===== src/rtl/iter_shifter.sv =====
// Multicycle shifter: LSL/LSR/ASR/ROR/RRX, up to STEP bit positions per clock, start/done handshake.
// Optional SHIFT_FLAGS_EN adds registered zero_flag and neg_flag outputs.
module iter_shifter #(
  parameter int unsigned WIDTH = 32,
  parameter int unsigned STEP  = 4,
  parameter int unsigned AMT_W = $clog2(WIDTH) + 1
) (
  input  logic             clk,
  input  logic             reset,
  input  logic             start,
  input  logic [2:0]       cmd,
  input  logic [WIDTH-1:0] data_in,
  input  logic [AMT_W-1:0] amount,
  input  logic             carry_in,
  output logic             busy,
  output logic             done,
  output logic [WIDTH-1:0] data_out,
`ifdef SHIFT_FLAGS_EN
  output logic             zero_flag,
  output logic             neg_flag,
`endif
  output logic             carry_out
);

  localparam logic [2:0] CMD_LSL = 3'b000;
  localparam logic [2:0] CMD_LSR = 3'b001;
  localparam logic [2:0] CMD_ASR = 3'b010;
  localparam logic [2:0] CMD_ROR = 3'b011;
  localparam logic [2:0] CMD_RRX = 3'b100;

  localparam logic [AMT_W-1:0] W_AMT    = AMT_W'(WIDTH);
  localparam logic [AMT_W-1:0] WP1_AMT  = AMT_W'(WIDTH + 1);
  localparam logic [AMT_W-1:0] STEP_AMT = AMT_W'(STEP);

  typedef enum logic [1:0] {IDLE, SHIFT, DONE} state_t;

  state_t           state, state_next;
  logic [2:0]       op;
  logic [AMT_W-1:0] rem;
  logic             ror_full;

  logic [AMT_W-1:0] n_c;
  logic             full_c;
  logic             accept_c;
  logic [AMT_W-1:0] step_c;
  logic [AMT_W-1:0] rem_next_c;
  logic [WIDTH-1:0] shift_d_c;
  logic             shift_cy_c;
  logic [WIDTH-1:0] data_nxt_c;
  logic             carry_nxt_c;

  // Effective shift count for the operation presented at the inputs.
  always_comb begin
    n_c    = '0;
    full_c = 1'b0;
    case (cmd)
      CMD_LSL, CMD_LSR: n_c = (amount > WP1_AMT) ? WP1_AMT : amount;
      CMD_ASR:          n_c = (amount > W_AMT) ? W_AMT : amount;
      CMD_ROR: begin
        n_c    = amount % W_AMT;
        full_c = (amount != '0) && (n_c == '0);
      end
      CMD_RRX:          n_c = AMT_W'(1);
      default:          n_c = '0;
    endcase
  end

  always_comb begin
    step_c     = (rem < STEP_AMT) ? rem : STEP_AMT;
    rem_next_c = rem - step_c;
  end

  // Chain of STEP single-bit stages; stage i is active when i < step_c.
  always_comb begin
    shift_d_c  = data_out;
    shift_cy_c = carry_out;
    for (int i = 0; i < int'(STEP); i++) begin
      if (AMT_W'(i) < step_c) begin
        case (op)
          CMD_LSL: begin
            shift_cy_c = shift_d_c[WIDTH-1];
            shift_d_c  = {shift_d_c[WIDTH-2:0], 1'b0};
          end
          CMD_LSR: begin
            shift_cy_c = shift_d_c[0];
            shift_d_c  = {1'b0, shift_d_c[WIDTH-1:1]};
          end
          CMD_ASR: begin
            shift_cy_c = shift_d_c[0];
            shift_d_c  = {shift_d_c[WIDTH-1], shift_d_c[WIDTH-1:1]};
          end
          CMD_ROR: begin
            shift_cy_c = shift_d_c[0];
            shift_d_c  = {shift_d_c[0], shift_d_c[WIDTH-1:1]};
          end
          CMD_RRX: begin
            shift_d_c  = {shift_cy_c, shift_d_c[WIDTH-1:1]};
            shift_cy_c = data_out[0];
          end
          default: begin
            shift_d_c  = shift_d_c;
            shift_cy_c = shift_cy_c;
          end
        endcase
      end
    end
  end

  always_ff @(posedge clk) begin
    if (!reset) state <= IDLE;
    else        state <= state_next;
  end

  always_comb begin
    state_next = state;
    accept_c   = 1'b0;
    case (state)
      IDLE: begin
        if (start) begin
          accept_c   = 1'b1;
          state_next = ((n_c != '0) || full_c) ? SHIFT : DONE;
        end
      end
      SHIFT: if (rem_next_c == '0) state_next = DONE;
      DONE:  state_next = IDLE;
      default: state_next = IDLE;
    endcase
  end

  // Result register is also the working register; a full-width ROR keeps data and reports the MSB.
  always_comb begin
    data_nxt_c  = data_out;
    carry_nxt_c = carry_out;
    if (accept_c) begin
      data_nxt_c  = data_in;
      carry_nxt_c = carry_in;
    end else if (state == SHIFT) begin
      data_nxt_c  = shift_d_c;
      carry_nxt_c = ror_full ? data_out[WIDTH-1] : shift_cy_c;
    end
  end

  always_ff @(posedge clk) begin
    if (!reset) begin
      busy      <= 1'b0;
      done      <= 1'b0;
      data_out  <= '0;
      carry_out <= 1'b0;
      op        <= '0;
      rem       <= '0;
      ror_full  <= 1'b0;
    end else begin
      busy      <= (state_next != IDLE);
      done      <= (state_next == DONE);
      data_out  <= data_nxt_c;
      carry_out <= carry_nxt_c;
      if (accept_c) begin
        op       <= cmd;
        rem      <= n_c;
        ror_full <= full_c;
      end else if (state == SHIFT) begin
        rem <= rem_next_c;
      end
    end
  end

`ifdef SHIFT_FLAGS_EN
  always_ff @(posedge clk) begin
    if (!reset) begin
      zero_flag <= 1'b0;
      neg_flag  <= 1'b0;
    end else begin
      zero_flag <= (data_nxt_c == '0);
      neg_flag  <= data_nxt_c[WIDTH-1];
    end
  end
`endif

endmodule

===== config.mk =====
export PLATFORM = sky130hd
export DESIGN_NAME = iter_shifter
export DESIGN_NICKNAME = d
export VERILOG_FILES = /design/src/rtl/iter_shifter.sv
export SDC_FILE = /design/constraint.sdc
export NUM_CORES = 1
export LEC_CHECK = 0
export ABC_AREA = 1
export ABC_CLOCK_PERIOD_IN_PS = 3250
export CORE_ASPECT_RATIO = 1.25
export CORE_UTILIZATION = 45
export DETAILED_ROUTE_END_ITERATION = 12
export PLACE_DENSITY_LB_ADDON = 0.3
export SLEW_MARGIN = 20
export SYNTH_ARGS = -nofsm -noshare
export SYNTH_HDL_FRONTEND = slang
export SYNTH_SLANG_ARGS = --single-unit

===== constraint.sdc =====
create_clock -name clk -period 3.25 [get_ports clk]
set_input_delay 0.4875 -clock clk [delete_from_list [all_inputs] [get_ports clk]]
set_output_delay 0.4875 -clock clk [all_outputs]
set_load 0.01 [all_outputs]

==> reports/qor.yml, run 1 <==
status: "finished clean"
period_share_pct: 81.9
grt_antenna_before_repair: 0
p_per_area_nw_per_um2: 811
synth_compound_area_share_pct: 19.5
ys_warn_count: 0
num_vias: 6543
drtIter0Drc: 446
vias_per_cell: 6.01
maxSlewHeadroom_pct: 54.1
synth_area_um2: 5040
drive_above_1_share_pct: 6.59
path_clk_slew_ps: 80
synth_xor_area_share_pct: 0.348
portBuffers: 79
tritoncts: "done"
io-pin-count: 80
worstPathArrival_ps: 2830
dr.pass1.iters: 5
cts-root-buf: "clkbuf_16"
cts_max_level: 2
synth_simple_gate_area_share_pct: 50.8
grt_start_max_net_pins: 70
fin_crit_ps: 2660
wl_per_cell_um: 16.3
hold_violations: 0
total_power_mw: 4.91
crit_family: "simple AND/OR/NAND/NOR gates"
rows: 42
n_antenna_cell: 0
synth_top_area_share_pct: 20.4
final_cell_mix: "nand2_1, nand3_1, clkdlybuf4s50_1"
yosys.area_share.adder_pct: 0.248
cpPeakStageDelay_ps: 430
max_freq_mhz: 376
grt.overflow.total: 0
ir_worst_vdd_mv: 0.311
finalWeightedCongestion: 0.931
fillCellCount: 1120
die_w_um: 96.6
grt_pass1_wl_mm: 28.5
rr_worst_depth: 13
crit_buf_inv: 5
cpMaxStageDelayCell: "dfxtp_1"
min_path_type: "reg2reg"
cts_buffers: 5
startpoint_type: "flop"
final_common_cell: "nand2_1"
cts_setup_buffers: 0
synth_top_family_by_area: "simple AND/OR/NAND/NOR gates"
hold_slack_ps: 508
critPathCaptureType: "flop"
grt_setup_unrepaired: "no"
start_util_pct: 47.0
post_synth.cell_area_avg_um2: 5.56
synthCells: 906
cts_max_path_buffers: 2
path_cells: "inv_2 -> nand2_4 -> inv_2 -> nor2_4 -> buf_4 -> inv_1 -> nor2_1 -> buf_4 -> nand3_1 -> nand3_1 -> nand2_1 -> o21ai_1 -> a21oi_1"
leakagePower_nw: 2.54
worstSetupPathType: "reg2reg"
crit_fanout: 21
synth_seq_area_share_pct: 18.7
drcViolationCount: 0
area_growth_syn_to_layout_pct: 20.0
core-area_um2: 10700
finalSetupTns_ps: 0
crit_required_ps: 3410
yosys-top-cells-area: "nand2_1, dfxtp_1, nand3_1"
clock_sinks: 47
postCtsHoldBufs: 0
fin_nets: 1001
path_depth: 13
die-area_um2: 11600
synth_largest_area_cell: "nand2_1"
first_global_vias: 6051
wl_mm: 17.7
clock_skew_ps: 6.23
final_max_slew_viol_count: 0
worstMarginPinSlew_ps: 687
synthMuxAreaShare_pct: 0
worstHoldPathCells: 2
maxCapViolCount: 0
ys_seq_elements: 47
cts_resized: 0
grt_usage_pct: 29.6
yosysUniqueCellTypes: 36
antenna_left: 0
die_y_um: 120
dp.final_hpwl_mm: 12.5
syn_nets: 952
clock_latency_ps: 300
setup_viol: 0
==> tightest hold or removal path: cells and delay by family, from the launching register on <==
family,cells,cell delay (ps)
DFF,1,320
and+or+nand+nor,1,80
AOI/OAI and AO/OA,1,70
==> power breakdown <==
group	total [mW]	internal, mW	switching, mW
clock	0.630	0.367	0.263
combinational	3.43	1.20	2.22
sequential	0.848	0.688	0.160
==> cell families after synthesis <==
kind of cell    count (synthesis)
buf+inv                       120
xor+xnor                        2
other cells                     1
compound gates                169
fa+ha+maj                       1
flops                          47
simple gates                  566
==> state kept, by name, indices dropped and copies added (netlist names) <==
register	cells
ror_full	1
carry_out	1
done	1
state	2
rem	6
data_out	32
op	3
busy	1
==> Yosys cell counts <==
master and count:
or2_2 11, o21ai_0 53, nand2_1 274, and2_1 1
nand4_1 45, buf_2 19, conb_1 1, buf_1 2
a31oi_1 4, nor2_4 3, clkbuf_1 29, a31oi_4 1
nand3_1 188, inv_1 59, nor3_1 5, a21boi_0 1
o22ai_1 4, nor2_2 5, dfxtp_1 47, o31ai_1 1
a211oi_1 1, o211ai_2 6, ha_1 1, inv_2 3
nor2_1 30, nand2_2 2, o21a_1 1, xnor2_1 2
a21oi_1 53, nor4_1 1, buf_4 4, o211ai_1 22
a22oi_1 1, nand2_4 1, buf_6 4, o21ai_1 21
==> cell type report <==
class	count	area, um2	share of cell area (%)
multi-input cells	739	3590	59.3
repair buffers	100	948	15.7
flip-flops and latches	47	941	15.6
inverters	62	233	3.85
well taps	132	165	2.73
clock buffers	5	125	2.07
clock inverters	3	46.3	0.766
==> stage by stage <==
step / instances / utilization (%) / setup WS, ps / cell area [um2]
2_1_floorplan: 906 / - / 1320 / 5040
3_3_place_gp: 1080 / 54.8 / 603 / 5870
3_5_place_dp: 1080 / 54.8 / 541 / 5870
4_1_cts: 1088 / 56.3 / 507 / 6040
5_1_grt: 1088 / 56.4 / 358 / 6050
6_report: 1088 / 56.4 / 587 / 6050
==> final timing paths <==
check	startpoint	end	slack (ps)
worst min register to register	state[0]	state[0]	510
worst max register to register	op[2]	data_out[12]	590
worst max-delay path	op[2]	data_out[12]	590
worst min-delay path	state[0]	state[0]	510
==> per-layer routing <==
layer  vias to the layer above  track usage [%]  share of wire [%]
li1                       3222                -                  -
met1                      2955             32.8                 38
met2                       306             54.4                 50
met3                        60             3.41                7.1
met4                         0             17.3                4.5
met5                         -                0                  0
No activity file was read; power rests on OpenSTA's default activity.
==> run 2: changes to the inputs <==
--- a/config.mk
+++ b/config.mk
@@ -6,7 +6,7 @@
 export NUM_CORES = 1
 export LEC_CHECK = 0
 export ABC_AREA = 1
-export ABC_CLOCK_PERIOD_IN_PS = 3250
+export ABC_CLOCK_PERIOD_IN_PS = 2640
 export CORE_ASPECT_RATIO = 1.25
 export CORE_UTILIZATION = 45
 export DETAILED_ROUTE_END_ITERATION = 12
==> constraint.sdc (replaced) <==
create_clock -name clk -period 2.64 [get_ports clk]
set_input_delay 0.396 -clock clk [delete_from_list [all_inputs] [get_ports clk]]
set_output_delay 0.396 -clock clk [all_outputs]
set_load 0.01 [all_outputs]
==> reports/qor.yml, run 2 (synthesis results as in run 1) <==
area_growth_syn_to_layout_pct: 22.0
first_global_vias: 6142
wl_mm: 17.4
largest-register: "data_out"
leakagePower_nw: 2.59
cts_max_path_buffers: 2
setup_viol: 0
drtIter0Drc: 389
reg2reg_to: "data_out[21]"
die-area_um2: 11600
postCtsHoldBufs: 0
worstHoldPathCells: 2
clock_sinks: 47
worstPathArrival_ps: 2660
portBuffers: 79
dp.final_hpwl_mm: 12.7
worstSetupPathType: "reg2reg"
period_share_pct: 92.1
drive_above_1_share_pct: 7.46
cpMaxStageDelayCell: "dfxtp_1"
cts_max_level: 2
crit-reg2reg-launch: "op[1]"
crit_required_ps: 2870
die_w_um: 96.6
tritoncts: "done"
final_common_cell: "nand2_1"
rr_worst_depth: 15
cts-root-buf: "clkbuf_16"
drcViolationCount: 0
rows: 42
start_util_pct: 47.0
critPathCaptureType: "flop"
grt_start_max_net_pins: 47
startpoint_type: "flop"
dr.pass1.iters: 5
final_cell_mix: "nand2_1, nand3_1, clkdlybuf4s50_1"
antenna_left: 0
holdCritStartpoint: "state[0]"
vias_per_cell: 5.96
largest_reg_flops: 32
fin_nets: 1010
total_power_mw: 6.03
path_clk_slew_ps: 70
cpPeakStageDelay_ps: 340
crit_buf_inv: 3
reg_top3: "data_out (32), rem (6), op (3)"
final_max_slew_viol_count: 0
fin_crit_ps: 2430
path_cells: "inv_1 -> nand2_1 -> nand2_2 -> buf_4 -> nand2_2 -> nor2_4 -> buf_12 -> nand3_1 -> nand3_1 -> nand2_1 -> nand4_1 -> nand3_1 -> nand2_1 -> o21ai_0 -> a21oi_1"
clock_skew_ps: 4.33
wl_per_cell_um: 15.8
grt_usage_pct: 29.5
min_path_type: "reg2reg"
n_antenna_cell: 0
io-pin-count: 80
maxSlewHeadroom_pct: 53.0
cts_buffers: 5
clock_latency_ps: 290
hold_violations: 0
regToRegSetupSlack_ps: 210
placed_cell_area_um2: 5940
crit_fanout: 21
crit_family: "simple AND/OR/NAND/NOR gates"
hold_end: "state[0]"
grt_setup_unrepaired: "no"
utilization_pct: 57.3
worstMarginPinSlew_ps: 704
finalSetupTns_ps: 0
fin_area_um2: 6140
ir_worst_vdd_mv: 0.385
grt.overflow.total: 0
die_y_um: 120
status: "finished clean"
core-area_um2: 10700
num_vias: 6541
grt_pass1_wl_mm: 28.4
finalWeightedCongestion: 0.919
grt_antenna_before_repair: 0
maxCapViolCount: 0
p_per_area_nw_per_um2: 981
max_freq_mhz: 411
==> run 2: cell types whose count changed in the layout (fill, tap and decap cells not counted) <==
cell and delta:
clkbuf_8 +1, bufinv_16 -1, clkinv_4 +1, buf_6 +1, buf_4 +5, inv_6 -1, nor2_4 +1, buf_12 +3
nor2_2 -1
==> run 2: area by class of cell <==
| cell class | count | area [um2] |
|---|---|---|
| tap | 132 | 165 |
| sequential | 47 | 941 |
| inverter | 62 | 233 |
| multi-input combinational | 739 | 3590 |
| clock inverter | 2 | 16.3 |
| timing repair buffer | 109 | 1060 |
| fill | 1098 | 4580 |
| clock buffer | 6 | 139 |
==> run 2: worst max-delay path by stage <==
stage,from,to,slack [ps],cells past startpoint
6_report,op[1],data_out[21],210,15
5_1_grt,op[2],data_out[5],10,17
4_1_cts,op[1],data_out[21],70,13
3_5_place_dp,op[1],data_out[21],80,13
3_3_place_gp,op[2],data_out[12],120,13
2_1_floorplan,rem[1],data_out[13],710,14
==> run 2: timing repair <==
action	in CTS	in global routing
endpoints found under the setup margin	0	29
endpoints found under the hold margin	0	0
resized for setup	0	5
buffers inserted	0	3
==> run 2: per-layer routing <==
layer / GRT usage (%) / routed length, um / vias to the layer above
met2: 55.8 / 8820 / 287
li1: - / - / 3241
met4: 17.3 / 911 / 0
met5: 0 / 0 / -
met1: 31.4 / 6570 / 2950
met3: 3.41 / 1060 / 63
==> run 2: worst register-to-register path: cells and delay by family (launching register included) <==
family | cells | cell delay, ps
and+or+nand+nor | 10 | 1380
DFF | 1 | 340
AOI/OAI and AO/OA | 2 | 210
buffers and inverters | 3 | 450
==> run 2: where the power goes <==
part	leakage (nW)	switching (mW)	internal, mW
Sequential	0.389	0.193	0.847
Combinational	2.12	2.74	1.56
Clock	0.0731	0.301	0.379
Total	2.59	3.24	2.79
==> run 2: metrics by stage <==
| stage | hold WS [ps] | cells | worst slack (ps) |
|---|---|---|---|
| finish | 490 | 1097 | 210 |
| detailed placement | 482 | 1086 | 83.6 |
| CTS | 492 | 1094 | 71.3 |
| floorplan | 461 | 906 | 713 |
| global placement | 471 | 1086 | 124 |
| global route | 514 | 1097 | 10.6 |
==> run 3: changes to the inputs <==
--- a/config.mk
+++ b/config.mk
@@ -8,8 +8,9 @@
 export ABC_AREA = 1
 export ABC_CLOCK_PERIOD_IN_PS = 2640
 export CORE_ASPECT_RATIO = 1.25
-export CORE_UTILIZATION = 45
+export CORE_UTILIZATION = 40
 export DETAILED_ROUTE_END_ITERATION = 12
+export GPL_TIMING_DRIVEN = 0
 export PLACE_DENSITY_LB_ADDON = 0.3
 export SLEW_MARGIN = 20
 export SYNTH_ARGS = -nofsm -noshare
==> reports/qor.yml, run 3 (synthesis results as in run 1) <==
path_clk_slew_ps: 70
final_max_slew_viol_count: 0
worstMarginPinSlew_ps: 644
grt_usage_pct: 30.3
wl_per_cell_um: 17.4
period_share_pct: 96.2
fin_crit_ps: 2540
cts_buffers: 5
crit_fanout: 10
ir_worst_vdd_mv: 0.402
clock_sinks: 47
final_cell_mix: "nand2_1, nand3_1, clkdlybuf4s50_1"
max_freq_mhz: 394
setup_viol: 0
seqCellArea_um2: 941
postCtsHoldBufs: 0
tritoncts: "done"
p_per_area_nw_per_um2: 1050
path_cells: "nor2_2 -> nand3_1 -> nor2_1 -> nor2_4 -> clkbuf_4 -> o211ai_1 -> nand3_1 -> nand3_1 -> nand2_1 -> nand2_1 -> a21oi_1 -> o21ai_1 -> nand2_1 -> a21oi_1"
start_util_pct: 41.2
largest_reg_flops: 32
p_sw_mw: 3.62
worstPathArrival_ps: 2760
status: "finished clean"
vias_per_cell: 5.90
final_common_cell: "nand2_1"
pwr-share-comb_pct: 71.7
drcViolationCount: 0
min_path_type: "reg2reg"
crit_start: "rem[3]"
clock_latency_ps: 290
cts_max_level: 2
die_w_um: 102
wl_mm: 20.2
cpPeakStageDelay_ps: 350
p_seq_share_pct: 15.8
p_int_mw: 2.97
dp_slack_ps: -282
area_growth_syn_to_layout_pct: 24.7
cpMaxStageDelayCell: "dfxtp_1"
fin_nets: 1040
grt_pass1_wl_mm: 30.6
crit_buf_inv: 1
holdCritStartpoint: "state[0]"
largest-register: "data_out"
maxCapViolCount: 0
crit_family: "simple AND/OR/NAND/NOR gates"
io-pin-count: 80
hold_violations: 0
num_vias: 6842
fillCellCount: 1325
antenna_left: 0
die-area_um2: 13000
p_sw_share_pct: 54.9
clock_skew_ps: 7.24
core-area_um2: 12200
grt.overflow.total: 0
crit-reg2reg-launch: "rem[3]"
rows: 45
first_global_vias: 6084
clock_power_share_pct: 12.5
leakagePower_nw: 2.64
portBuffers: 79
critPathCaptureType: "flop"
dp.final_hpwl_mm: 15.7
grt_setup_unrepaired: "no"
grt_start_max_net_pins: 15
cts-root-buf: "clkbuf_16"
startpoint_type: "flop"
maxSlewHeadroom_pct: 57.1
drive_above_1_share_pct: 7.54
grt_antenna_before_repair: 0
setup_ws_ps: 100
cts_max_path_buffers: 2
crit_required_ps: 2860
n_antenna_cell: 0
drtIter0Drc: 578
reg_top3: "data_out (32), rem (6), op (3)"
worstSetupPathType: "reg2reg"
finalWeightedCongestion: 0.991
dr.pass1.iters: 7
multi_input_area_um2: 3590
die_y_um: 127
finalSetupTns_ps: 0
[run 3: final cells by class]
class	count	area share [%]
clock inverter	2	0.956
sequential	47	15.0
tap	164	3.27
multi-input combinational	739	57.2
timing repair buffer	81	13.0
inverter	62	3.70
buffer	58	4.86
clock buffer	6	2.05
[run 3: worst reg2reg max path, cell delays in order, from the launching register on]
cell and delay, ps:
dfxtp_1 350, nor2_2 190, nand3_1 130, nor2_1 230, nor2_4 90, clkbuf_4 220
o211ai_1 200, nand3_1 120, nand3_1 180, nand2_1 70, nand2_1 90, a21oi_1 80
o21ai_1 290, nand2_1 100, a21oi_1 130
[run 3: power by group through the flow]
| stage | Combinational [mW] | Clock, mW | Sequential (mW) |
|---|---|---|---|
| after floorplan | 3.06 | 0 | 1.03 |
| after global placement | 4.50 | 0 | 1.05 |
| after detailed placement | 4.51 | 0 | 1.05 |
| after CTS | 4.53 | 0.819 | 1.03 |
| after global routing | 5.10 | 0.852 | 1.05 |
| final | 4.72 | 0.821 | 1.04 |
[run 3: what timing repair did]
item                       in CTS  in global routing
setup buffers                   0                  2
resized for setup               0                 21
setup endpoints to repair       0                 33
[run 3: layer usage]
| metal | part of all wire, % | GRT usage (%) | wire, um |
|---|---|---|---|
| met5 | 0 | 0 | 0 |
| met1 | 38 | 35.3 | 7760 |
| met2 | 48 | 51.3 | 9710 |
| met4 | 7.4 | 22.3 | 1500 |
| met3 | 6.0 | 2.35 | 1200 |
[run 3: through the flow]
| stage | cell area [um2] | cells | total power [mW] | hold slack [ps] | utilization [%] |
|---|---|---|---|---|---|
| floorplan | 5040 | 906 | 4.09 | 461 | - |
| global placement | 6030 | 1149 | 5.55 | 480 | 49.4 |
| detailed placement | 6030 | 1149 | 5.55 | 485 | 49.4 |
| CTS | 6220 | 1157 | 6.38 | 494 | 50.9 |
| global route | 6280 | 1159 | 7.01 | 530 | 51.4 |
| finish | 6280 | 1159 | 6.58 | 489 | 51.4 |
[run 3: worst paths after layout]
path | to | slack [ps] | cells after the start
min | state[0] | 490 | 2
min reg2reg | state[0] | 490 | 2
max reg2reg | data_out[1] | 100 | 14
max | data_out[1] | 100 | 14
